**config.mk**
```make
export PLATFORM = sky130hd
export DESIGN_NAME = dmem_arbiter_flat
export DESIGN_NICKNAME = d
export VERILOG_FILES = /design/src/rtl/dmem_arbiter_if.sv /design/src/rtl/dmem_arbiter.sv /design/src/flat_wrapper.sv
export SDC_FILE = /design/constraint.sdc
export NUM_CORES = 1
export LEC_CHECK = 0
export ABC_AREA = 1
export BUFFER_PORTS_ARGS = -buffer_cell sky130_fd_sc_hd__buf_2
export CAP_MARGIN = 20
export CORE_AREA = 4 4 113 115
export DETAILED_ROUTE_END_ITERATION = 8
export DIE_AREA = 0 0 117 119
export PLACE_DENSITY = 0.71
export RECOVER_POWER = 50
export SYNTH_ARGS = -nofsm -noshare
export SYNTH_HDL_FRONTEND = slang
export SYNTH_SLANG_ARGS = --single-unit
```
**constraint.sdc**
```tcl
create_clock -name clk -period 2.3 [get_ports clk]
set_clock_uncertainty 0.15 [all_clocks]
set_input_delay 0.46 -clock clk [delete_from_list [all_inputs] [get_ports clk]]
set_output_delay 0.46 -clock clk [all_outputs]
set_load 0.02 [all_outputs]
```
**src/rtl/dmem_arbiter_if.sv**
```systemverilog
`default_nettype none
// ============================================================================
//  Module   : dmem_arbiter_if
//  Purpose  : CPU, host and memory-side signal bundle of the DMEM arbiter.
//  Revision : 1.0 - initial release
// ============================================================================
interface dmem_arbiter_if;
    logic        run_en;
    logic        cpu_en;
    logic [31:0] cpu_addr;
    logic [31:0] cpu_wdata;
    logic        cpu_we;
    logic [31:0] cpu_rdata;
    logic        host_req;
    logic        host_we;
    logic [31:0] host_addr;
    logic [31:0] host_wdata;
    logic        host_gnt;
    logic        host_rvalid;
    logic [31:0] host_rdata;
    logic [31:0] mem_addr;
    logic [31:0] mem_wdata;
    logic        mem_we;
    logic [31:0] mem_rdata;

    modport slave (
        input  run_en, cpu_addr, cpu_wdata, cpu_we,
        input  host_req, host_we, host_addr, host_wdata,
        input  mem_rdata,
        output cpu_en, cpu_rdata, host_gnt, host_rvalid, host_rdata,
        output mem_addr, mem_wdata, mem_we
    );

    modport master (
        output run_en, cpu_addr, cpu_wdata, cpu_we,
        output host_req, host_we, host_addr, host_wdata,
        output mem_rdata,
        input  cpu_en, cpu_rdata, host_gnt, host_rvalid, host_rdata,
        input  mem_addr, mem_wdata, mem_we
    );
endinterface
`default_nettype wire

```
**src/rtl/dmem_arbiter.sv**
```systemverilog
`default_nettype none
// ============================================================================
//  Module   : dmem_arbiter
//  Purpose  : Shares single-port DMEM between the CPU and a bursting host port.
//  Revision : 1.0 - initial release
// ============================================================================
module dmem_arbiter #(
    parameter int MAX_BURST = 8,
    parameter int CPU_MIN   = 4
) (
    input  logic           clk,
    input  logic           rst,
    dmem_arbiter_if.slave  bus
);

    localparam int c_run_w   = $clog2(CPU_MIN + 1);
    localparam int c_burst_w = $clog2(MAX_BURST + 1);

    localparam logic [c_run_w-1:0]   c_run_max    = c_run_w'(CPU_MIN);
    localparam logic [c_run_w-1:0]   c_run_one    = c_run_w'(1);
    localparam logic [c_burst_w-1:0] c_burst_max  = c_burst_w'(MAX_BURST);
    localparam logic [c_burst_w-1:0] c_burst_last = c_burst_w'(MAX_BURST - 1);
    localparam logic [c_burst_w-1:0] c_burst_one  = c_burst_w'(1);

    localparam logic [1:0] c_st_cpu   = 2'd0;
    localparam logic [1:0] c_st_drain = 2'd1;
    localparam logic [1:0] c_st_host  = 2'd2;
    localparam logic [1:0] c_st_tail  = 2'd3;

    logic [1:0]           r_state;
    logic [c_run_w-1:0]   r_run_cnt;
    logic [c_burst_w-1:0] r_burst_cnt;
    logic [31:0]          r_hold;
    logic                 r_rd_pend;

    logic        w_host_gnt;
    logic        w_cpu_en;
    logic        w_mem_we;
    logic [31:0] w_mem_addr;
    logic [31:0] w_mem_wdata;
    logic [31:0] w_cpu_rdata;

    assign w_host_gnt = !rst && (r_state == c_st_host) && bus.host_req
                        && (r_burst_cnt < c_burst_max);

    always_comb begin
        w_cpu_en    = 1'b0;
        w_mem_we    = 1'b0;
        w_mem_addr  = bus.cpu_addr;
        w_mem_wdata = bus.cpu_wdata;
        case (r_state)
            c_st_cpu: begin
                w_cpu_en = bus.run_en;
                w_mem_we = bus.cpu_we & bus.run_en;
            end
            c_st_host: begin
                w_mem_addr  = bus.host_addr;
                w_mem_wdata = bus.host_wdata;
                w_mem_we    = w_host_gnt & bus.host_we;
            end
            default: ;
        endcase
        if (rst) begin
            w_cpu_en    = 1'b0;
            w_mem_we    = 1'b0;
            w_mem_addr  = 32'd0;
            w_mem_wdata = 32'd0;
        end
    end

    // DRAIN forwards the value being captured so the frozen load result never glitches
    always_comb begin
        w_cpu_rdata = r_hold;
        if (rst)
            w_cpu_rdata = 32'd0;
        else if (w_cpu_en || (r_state == c_st_drain))
            w_cpu_rdata = bus.mem_rdata;
    end

    assign bus.cpu_en      = w_cpu_en;
    assign bus.cpu_rdata   = w_cpu_rdata;
    assign bus.host_gnt    = w_host_gnt;
    assign bus.host_rvalid = !rst && r_rd_pend;
    assign bus.host_rdata  = rst ? 32'd0 : bus.mem_rdata;
    assign bus.mem_addr    = w_mem_addr;
    assign bus.mem_wdata   = w_mem_wdata;
    assign bus.mem_we      = w_mem_we;

    always_ff @(posedge clk) begin
        if (rst) begin
            r_state     <= c_st_cpu;
            r_run_cnt   <= '0;
            r_burst_cnt <= '0;
            r_hold      <= 32'd0;
            r_rd_pend   <= 1'b0;
        end else begin
            r_rd_pend <= w_host_gnt & ~bus.host_we;
            case (r_state)
                c_st_cpu: begin
                    if (bus.run_en && (r_run_cnt < c_run_max))
                        r_run_cnt <= r_run_cnt + c_run_one;
                    // an idle CPU waives its guaranteed run window
                    if (bus.host_req && ((r_run_cnt == c_run_max) || !bus.run_en))
                        r_state <= c_st_drain;
                end
                c_st_drain: begin
                    r_hold  <= bus.mem_rdata;
                    r_state <= c_st_host;
                end
                c_st_host: begin
                    if (w_host_gnt)
                        r_burst_cnt <= r_burst_cnt + c_burst_one;
                    if (!bus.host_req || (w_host_gnt && (r_burst_cnt == c_burst_last)))
                        r_state <= c_st_tail;
                end
                c_st_tail: begin
                    r_run_cnt   <= '0;
                    r_burst_cnt <= '0;
                    r_state     <= c_st_cpu;
                end
                default: r_state <= c_st_cpu;
            endcase
        end
    end

endmodule
`default_nettype wire

```
**src/flat_wrapper.sv**
```systemverilog
// flat-port wrapper written by rule: the top's interface ports become plain ports
module dmem_arbiter_flat 
#(
    parameter int MAX_BURST = 8,
    parameter int CPU_MIN   = 4
)
  (clk, rst, bus_run_en, bus_cpu_addr, bus_cpu_wdata, bus_cpu_we, bus_host_req, bus_host_we, bus_host_addr, bus_host_wdata, bus_mem_rdata, bus_cpu_en, bus_cpu_rdata, bus_host_gnt, bus_host_rvalid, bus_host_rdata, bus_mem_addr, bus_mem_wdata, bus_mem_we);
  dmem_arbiter_if bus_i ();
  input  logic clk;
  input  logic rst;
  input wire logic [$bits(bus_i.run_en)-1:0] bus_run_en;
  input wire logic [$bits(bus_i.cpu_addr)-1:0] bus_cpu_addr;
  input wire logic [$bits(bus_i.cpu_wdata)-1:0] bus_cpu_wdata;
  input wire logic [$bits(bus_i.cpu_we)-1:0] bus_cpu_we;
  input wire logic [$bits(bus_i.host_req)-1:0] bus_host_req;
  input wire logic [$bits(bus_i.host_we)-1:0] bus_host_we;
  input wire logic [$bits(bus_i.host_addr)-1:0] bus_host_addr;
  input wire logic [$bits(bus_i.host_wdata)-1:0] bus_host_wdata;
  input wire logic [$bits(bus_i.mem_rdata)-1:0] bus_mem_rdata;
  output wire logic [$bits(bus_i.cpu_en)-1:0] bus_cpu_en;
  output wire logic [$bits(bus_i.cpu_rdata)-1:0] bus_cpu_rdata;
  output wire logic [$bits(bus_i.host_gnt)-1:0] bus_host_gnt;
  output wire logic [$bits(bus_i.host_rvalid)-1:0] bus_host_rvalid;
  output wire logic [$bits(bus_i.host_rdata)-1:0] bus_host_rdata;
  output wire logic [$bits(bus_i.mem_addr)-1:0] bus_mem_addr;
  output wire logic [$bits(bus_i.mem_wdata)-1:0] bus_mem_wdata;
  output wire logic [$bits(bus_i.mem_we)-1:0] bus_mem_we;
  assign bus_i.run_en = bus_run_en;
  assign bus_i.cpu_addr = bus_cpu_addr;
  assign bus_i.cpu_wdata = bus_cpu_wdata;
  assign bus_i.cpu_we = bus_cpu_we;
  assign bus_i.host_req = bus_host_req;
  assign bus_i.host_we = bus_host_we;
  assign bus_i.host_addr = bus_host_addr;
  assign bus_i.host_wdata = bus_host_wdata;
  assign bus_i.mem_rdata = bus_mem_rdata;
  assign bus_cpu_en = bus_i.cpu_en;
  assign bus_cpu_rdata = bus_i.cpu_rdata;
  assign bus_host_gnt = bus_i.host_gnt;
  assign bus_host_rvalid = bus_i.host_rvalid;
  assign bus_host_rdata = bus_i.host_rdata;
  assign bus_mem_addr = bus_i.mem_addr;
  assign bus_mem_wdata = bus_i.mem_wdata;
  assign bus_mem_we = bus_i.mem_we;
  dmem_arbiter #(.MAX_BURST(MAX_BURST), .CPU_MIN(CPU_MIN)) u_core (.clk(clk), .rst(rst), .bus(bus_i));
endmodule
```
======== After elaboration in Yosys (flattened, before gate mapping) ========
Cells that the tools add are included.
word-level totals
  input bits .............................. 166
  output and inout port bits .............. 132
  register bits ........................... 42
cells by class
  equality and inequality tests ........... 9
  magnitude comparators ................... 2
  reduce and logical (&&, ||, !) cells .... 19
  mux-type cells .......................... 18
  bitwise logic cells ..................... 4
  add/sub/neg operators ................... 2
operator list
  operator                                                number
  2-to-1 mux 32 bit                                       7
  case mux 2 bit (4 select lines)                         1
  case mux 4 bit (2 select lines)                         1
  logical AND 1 bit                                       7
  inequality test 2 x 1 -> 1 bit (second input constant)  3
  case mux 3 bit (2 select lines)                         1
  AND reduction 2 bit                                     3
  adder 4 x 1 -> 4 bit (second input constant)            1
  == test 2 bit (second input constant)                   2
  == test 4 x 3 -> 1 bit (second input constant)          1
  < comparator 4 bit (second input constant)              1
  2-to-1 mux 2 bit                                        2
  2-to-1 mux 4 bit                                        1
  nonzero test 2 bit                                      2
  adder 3 x 1 -> 3 bit (second input constant)            1
  AND 1 bit                                               3
  == test 3 bit (second input constant)                   1
  logical NOT 1 bit                                       3
  logical OR 1 bit                                        3
  < comparator 3 bit (second input constant)              1
  2-to-1 mux 1 bit                                        3
  2-to-1 mux 3 bit                                        1
  == test 2 x 1 -> 1 bit (second input constant)          1
  logical NOT 2 bit                                       1
  3 further kinds                                         3

======== Longest topological paths before layout ========
Gate-level depths: netlist of run 1.
  depth after elaboration ................. 8
  depth in mapped cells ................... 10
  depth with buffers taken out ............ 9

======== Worst setup path after synthesis of run 1 ========
Ideal clock, no wire load.
  path type ............................... reg2out
  from .................................... register u_core.r_state[0]
  to ...................................... output port bus_cpu_rdata[10]
  path buffers ............................ 1
  stages on the path, launching flop included .. 7
  data required time ...................... 1690 ps
  slack ................................... 90 ps
  data arrival time ....................... 1600 ps
  path through ............................ dfxtp_1 inv_1 ha_1 nand2_1 o21ai_4 buf_6 o31ai_1
on the way
  word-level cells in the longest chain between the ends .. 6
  elaborated cells on any way between the ends .. 7
  those cells by class .................... eq/ne: 1; mux: 4; reduce/logical: 2
RTL lines
  what                      line                 RTL
  start: declaration        dmem_arbiter.sv:30   logic [1:0] r_state;
  start signal: assignment  dmem_arbiter.sv:91   r_state <= c_st_cpu;
  start signal: assignment  dmem_arbiter.sv:104  r_state <= c_st_drain;
  start signal: assignment  dmem_arbiter.sv:108  r_state <= c_st_host;
  logical NOT 2 bit         dmem_arbiter.sv:51   case (r_state)
  2-to-1 mux 1 bit          dmem_arbiter.sv:51
  2-to-1 mux 1 bit          dmem_arbiter.sv:63   if (rst) begin
  logical OR 1 bit *        dmem_arbiter.sv:76   else if (w_cpu_en || (r_state == c_st_drain))
  2-to-1 mux 32 bit *       dmem_arbiter.sv:76
  2-to-1 mux 32 bit *       dmem_arbiter.sv:74   if (rst)
  end: declaration          flat_wrapper.sv:21   output wire logic [$bits(bus_i.cpu_rdata)-1:0] bus_cpu_rdata;
Every way passes the cells marked *; elsewhere a longest branch is shown, timed or not.

======== Final worst setup path of run 1 ========
  from .................................... register u_core.r_state[0]
  to ...................................... output port bus_cpu_rdata[21]
The elaborated chain is that of the path after synthesis.

==> out/metrics.yaml, run 1 <==
status:
  outcome: "finished with violations"
  violations: "setup timing"
global_routing:
  grt_pass1_vias: 4331
  grt_pass1_wl_um: 20300
  grt-ovfl-total: 0
  grt_max_degree: 65
  antenna_found_initial: 1
  grt_usage: 0.174
floorplanning:
  rows: 40
  initial_core_util: 0.284
  io_pins: 298
  die-height_um: 119
  die_area_sq_um: 13900
  die_w_um: 117
  coreArea_sq_um: 11800
critical_path:
  reg2regPathDepth: 7
  cp-start-kind: "register"
  crit_end: "bus_cpu_rdata[21]"
  reg2reg_to: "u_core.r_hold[13]"
  critPathLaunch: "u_core.r_state[0]"
  crit_path_end_kind: "primary output"
  crit_type: "reg -> out"
  regToRegStartpoint: "u_core.r_state[0]"
  slowest_delay_ns: 0.36
  critPathMostFrequentCell: "buf_6"
  cp_cell_sequence: "buf_6, ha_4, inv_4, o21ai_4, buf_6, buf_12, buf_16, o31ai_4, buf_6"
  cp_max_fo: 8
  required_ns: 1.69
  cp.arrival_ns: 1.80
  slowest_stage: "dfxtp_4"
  reg2reg_setup_slack_ns: 0.52
power:
  p_per_area_nw_per_um2: 1070
  p_total_mw: 6.24
  ir_drop_mv: 0.478
  leakage_nw: 3.10
layout:
  final_common_cell: "buf_2"
  fill_cells: 1180
  nNetsFinal: 1050
  multi_input_area_sq_um: 2280
  drive_gt1_frac: 0.432
  final_cell_mix: "buf_2, nor2_1, o21ai_0, inv_1, nand2_1"
  seq_area_sq_um: 846
  syn2layout_area_growth_pct: 73.7
  postLayoutCoreUtil: 0.493
clock_network:
  clockBufferDepth: 2
  insertion_delay_ns: 0.28
  clk_pin_slew_ns: 0.06
  cts_sinks: 42
  ctsHoldBuffers: 0
  htreeDepth: 2
  cts_tree: "yes"
  cts-root-buf: "clkbuf_16"
  cts_made_buffers: 5
sta:
  finalCritPeriodShare: 1.05
  worst_pin_slew_ns: 0.663
  setup_viol: 32
  period_minus_slack_ns: 2.41
  finalWorstSetupSlack_ns: -0.107
  final_max_slew_viol_count: 0
  whs_ns: 0.218
  slew_headroom: 0.558
  clock.fmax_mhz: 415
  rsz0062_at_grt: "true"
  finalHoldViolCount: 0
route:
  drc: 0
  first_pass_iters: 7
  vias_per_cell: 4.69
  drt_iter0_markers: 293
  num_vias: 4804
  ant_nets: 0
  routed_wl_um: 14100
  routedWlPerCell_um: 13.8
worst_hold_path:
  min_path_type: "in -> reg"
placed_design:
  gp_congestion: 0.911
  portBuffers: 297
  dp_hpwl_um: 9810
synthesis:
  synthDistinctLibCells: 18
  yosysSeqAreaShare: 0.251
  syn_area_per_cell_sq_um: 5.72
  yosysWarnings: 0
  syn_nets: 760
  netlist_instances: 586
  yosys_register_bits: 42
  netlist_area_sq_um: 3350
flow_run:
  drv_cap: 0
[registers in the layout (all words and copies together), names as in the netlist]
| register | flops |
|---|---|
| u_core.r_burst_cnt | 4 |
| u_core.r_hold | 32 |
| u_core.r_rd_pend | 1 |
| u_core.r_run_cnt | 3 |
| u_core.r_state | 2 |
[area by class of cell]
| type | instances | area share |
|---|---|---|
| flip-flops and latches | 42 | 0.145 |
| inverters | 80 | 0.0537 |
| multi-input cells | 419 | 0.391 |
| repair buffers | 328 | 0.353 |
| well taps | 147 | 0.0316 |
| clock buffers | 5 | 0.0215 |
| clock inverters | 3 | 0.00408 |
| diodes | 1 | 0.000429 |
[worst min-delay path by stage]
stage,depth (start not counted),startpoint,endpoint,slack (ns)
global route,2,bus_host_we,u_core.r_rd_pend,0.21
floorplan,2,u_core.r_hold[0],u_core.r_hold[0],0.28
finish,2,bus_host_we,u_core.r_rd_pend,0.22
CTS,2,bus_host_we,u_core.r_rd_pend,0.21
global placement,2,u_core.r_hold[23],u_core.r_hold[23],0.29
detailed placement,2,u_core.r_hold[22],u_core.r_hold[22],0.30
[critical path, delay by kind of cell, from the launching register on]
kind / cells / cell delay [ns]
buf+inv: 6 / 0.73
flops: 1 / 0.36
fa+ha+maj: 1 / 0.16
compound gates: 2 / 0.26
[cell families after synthesis]
group                      Yosys count  share of synthesized area
and+or+nand+nor                    239                      0.272
AOI/OAI and AO/OA                  172                      0.285
adders and majority gates            8                     0.0298
DFF                                 42                      0.251
buffers and inverters              125                      0.163
[what timing repair did]
action                     in CTS  in global routing
gates cloned                    3                  3
resized for setup              63                 60
pin swaps                       7                  6
setup buffers                   8                  2
setup endpoints to repair      33                 89
[metrics by stage]
stage / area (sq um) / TNS (ns) / worst slack [ns] / instances
2_1_floorplan: 3350 / 0 / 0.0898 / 586
3_3_place_gp: 4960 / 0 / 0.0765 / 1000
3_5_place_dp: 4960 / 0 / 0.0657 / 1000
4_1_cts: 5490 / -1.06 / -0.104 / 1019
5_1_grt: 5830 / -3.89 / -0.150 / 1025
6_report: 5830 / -2.15 / -0.107 / 1025
[Yosys cell counts]
master	n	area, sq um
a21oi_1	41	205
buf_2	14	70.1
buf_4	2	15.0
buf_6	7	78.8
clkbuf_1	22	82.6
dfxtp_1	42	841
ha_1	8	100
inv_1	79	297
inv_2	1	3.75
nand2_1	56	210
nand2_2	1	6.26
nand3_1	8	40.0
nand4_1	1	6.26
nor2_1	173	649
o211ai_1	1	7.51
o21ai_0	97	485
o21ai_4	1	16.3
o31ai_1	32	240
[routing by layer]
metal  GRT usage  vias to the layer above  wire length (um)
met5           0                        -                 0
met4      0.0530                        0               303
met3      0.0340                       22               945
met2       0.305                      200              7150
met1       0.213                     2131              5720
li1            -                     2451                 -
[where the power goes]
group	switching (mW)	leakage [nW]	total [mW]	internal, mW
clock	0.293	0.0664	0.698	0.405
combinational	2.67	2.69	4.50	1.83
sequential	0.0800	0.346	1.05	0.970
Note: power is estimated with default switching activity, not from simulation.
==> run 2, diff against run 1 <==
==> constraint.sdc (replaced) <==
create_clock -name clk -period 2.3 [get_ports clk]
set_clock_uncertainty 0.15 [all_clocks]
set_input_delay 0.23 -clock clk [delete_from_list [all_inputs] [get_ports clk]]
set_output_delay 0.23 -clock clk [all_outputs]
set_load 0.02 [all_outputs]
==> run 2 against run 1 <==
Net effect: the run now ends clean; sequential share of layout area up 1.9 points; cell area down 12%; highest routed layer unchanged; combinational power down 25%; flip-flop and latch count unchanged; critical path type unchanged; non-clock buffer count down 17; count of clock-buffer cells in the layout unchanged; wire length down 10%; sequential power about the same; via count down 5.1%; maximum frequency up 9.4%.
==> out/metrics.yaml, run 2 (synthesis gave the netlist of run 1 again) <==
status:
  outcome: "complete, no violations"
global_routing:
  grt-ovfl-total: 0
  antenna_found_initial: 1
  grt_pass1_wl_um: 18500
  grt_pass1_vias: 3962
  grt_usage: 0.158
  grt_max_degree: 66
power:
  p_total_mw: 5.12
  p_int_mw: 2.53
  p_switching_mw: 2.59
  seqPwrFrac: 0.203
  p_clk_frac: 0.135
  p_per_area_nw_per_um2: 1000
  ir_drop_mv: 0.641
  combPwrFrac: 0.662
  leakage_nw: 2.75
  sw_frac_of_total: 0.506
critical_path:
  cp-start-kind: "register"
  required_ns: 1.92
  crit_buf_inv: 4
  regToRegStartpoint: "u_core.r_state[1]"
  crit_family: "buffers and inverters"
  reg2reg_to: "u_core.r_hold[20]"
  cp_cell_sequence: "inv_1, ha_4, nand2_2, o21ai_4, buf_12, clkbuf_16, o31ai_1, buf_2"
  crit_type: "reg -> out"
  worst-path-stages: 8
  slowest_delay_ns: 0.36
  slowest_stage: "dfxtp_2"
  cp.arrival_ns: 1.82
  cp_max_fo: 16
  reg2reg_setup_slack_ns: 0.29
  crit_path_end_kind: "primary output"
  reg2regPathDepth: 6
worst_hold_path:
  hold_end: "u_core.r_hold[2]"
  min-delay-start: "bus_mem_rdata[2]"
  hold_path_depth: 3
  min_path_type: "in -> reg"
clock_network:
  cts_tree: "yes"
  insertion_delay_ns: 0.28
  cts_made_buffers: 5
  clockBufferDepth: 2
  htreeDepth: 2
  cts_sinks: 42
  clk_pin_slew_ns: 0.06
  cts-root-buf: "clkbuf_16"
sta:
  slew_headroom: 0.387
  period_minus_slack_ns: 2.20
  final_max_slew_viol_count: 0
  finalCritPeriodShare: 0.957
  finalHoldViolCount: 0
  clock.fmax_mhz: 454
  whs_ns: 0.102
  worst_pin_slew_ns: 0.919
  setup_viol: 0
placed_design:
  gp_congestion: 0.951
  dp_cells: 994
  dp_hpwl_um: 9750
  dpl_cell_area_sq_um: 4890
  portBuffers: 297
layout:
  nNetsFinal: 1033
  stdcell_count: 1008
  largestRegisters: "u_core.r_hold (32), u_core.r_burst_cnt (4), u_core.r_run_cnt (3)"
  drive_gt1_frac: 0.338
  fill_cells: 1302
  final_cell_mix: "buf_2, nor2_1, o21ai_0, inv_1, nand2_1"
  syn2layout_area_growth_pct: 52.7
  final_common_cell: "buf_2"
  postLayoutCoreUtil: 0.434
  largest_reg_flops: 32
  regMostFlops: "u_core.r_hold"
  final_area_sq_um: 5120
floorplanning:
  rows: 40
  die_w_um: 117
  coreArea_sq_um: 11800
  initial_core_util: 0.284
  io_pins: 298
  die_area_sq_um: 13900
  die-height_um: 119
route:
  drt_iter0_markers: 229
  routedWlPerCell_um: 12.6
  num_vias: 4559
  drc: 0
  routed_wl_um: 12700
  vias_per_cell: 4.52
  ant_nets: 0
  first_pass_iters: 4
flow_run:
  drv_cap: 0
## run 2: cell count changes in the layout (fill, tap and decap cells not counted), moves of 4 or more
cell / previous run / this run
buf_2: 269 / 254
buf_4: 25 / 7
buf_6: 21 / 2
clkbuf_1: 0 / 41
inv_1: 73 / 77
nand2_1: 47 / 55
nand2_2: 8 / 2
o31ai_1: 13 / 28
o31ai_4: 16 / 0
## run 2: layout make-up
class                      count  area [sq um]  share of cell area
multi-input combinational    419          2000               0.391
inverter                      80           300              0.0586
clock buffer                   5           125              0.0244
tap                          147           184              0.0359
sequential                    42           843               0.165
timing repair buffer         311          1640               0.320
antenna                        1          2.50            0.000488
clock inverter                 3          23.8             0.00464
## run 2: how the worst max path moves through the flow
| stage | endpoint | slack, ns | startpoint |
|---|---|---|---|
| floorplan | bus_cpu_rdata[10] | 0.32 | u_core.r_state[0] |
| global route | bus_cpu_rdata[12] | -0.006 | u_core.r_state[1] |
| detailed placement | bus_cpu_rdata[21] | 0.33 | u_core.r_state[0] |
| CTS | bus_cpu_rdata[21] | 0.03 | u_core.r_state[0] |
| finish | bus_cpu_rdata[31] | 0.1 | u_core.r_state[1] |
| global placement | bus_mem_addr[3] | 0.35 | u_core.r_state[0] |
## run 2: power groups by stage
stage | clock, mW | combinational [mW] | sequential (mW)
6_report | 0.691 | 3.39 | 1.04
5_1_grt | 0.748 | 3.76 | 1.07
4_1_cts | 0.716 | 3.11 | 1.04
3_5_place_dp | 0 | 3.10 | 1.05
3_3_place_gp | 0 | 3.07 | 1.04
2_1_floorplan | 0 | 2.29 | 1.04
## run 2: repair_timing
item                       CTS  global route
hold endpoints to repair     1             0
gates resized for setup      0            15
hold buffers                 1             0
buffers inserted             0             1
setup endpoints to repair    0            62
## run 2: worst register-to-register path, cell delays in order, from the launching register on
cell and delay (ns):
dfxtp_2 0.36, inv_1 0.09, ha_1 0.20, inv_2 0.07
buf_2 0.71, o21ai_0 0.21, a21oi_1 0.15
## run 2: per-stage QoR
step	worst slack (ns)	TNS, ns
after detailed placement	0.333	0
after global routing	-0.00628	-0.00628
after global placement	0.351	0
final	0.0996	0
after CTS	0.0265	0
after floorplan	0.320	0
## run 2: per-layer routing
| layer | wire length [um] | GRT usage | share of wire | up-vias |
|---|---|---|---|---|
| met2 | 6200 | 0.272 | 0.49 | 173 |
| met4 | 233 | 0.0373 | 0.018 | 0 |
| met3 | 892 | 0.0325 | 0.070 | 14 |
| li1 | - | - | - | 2409 |
| met1 | 5350 | 0.201 | 0.42 | 1963 |
| met5 | 0 | 0 | 0 | - |
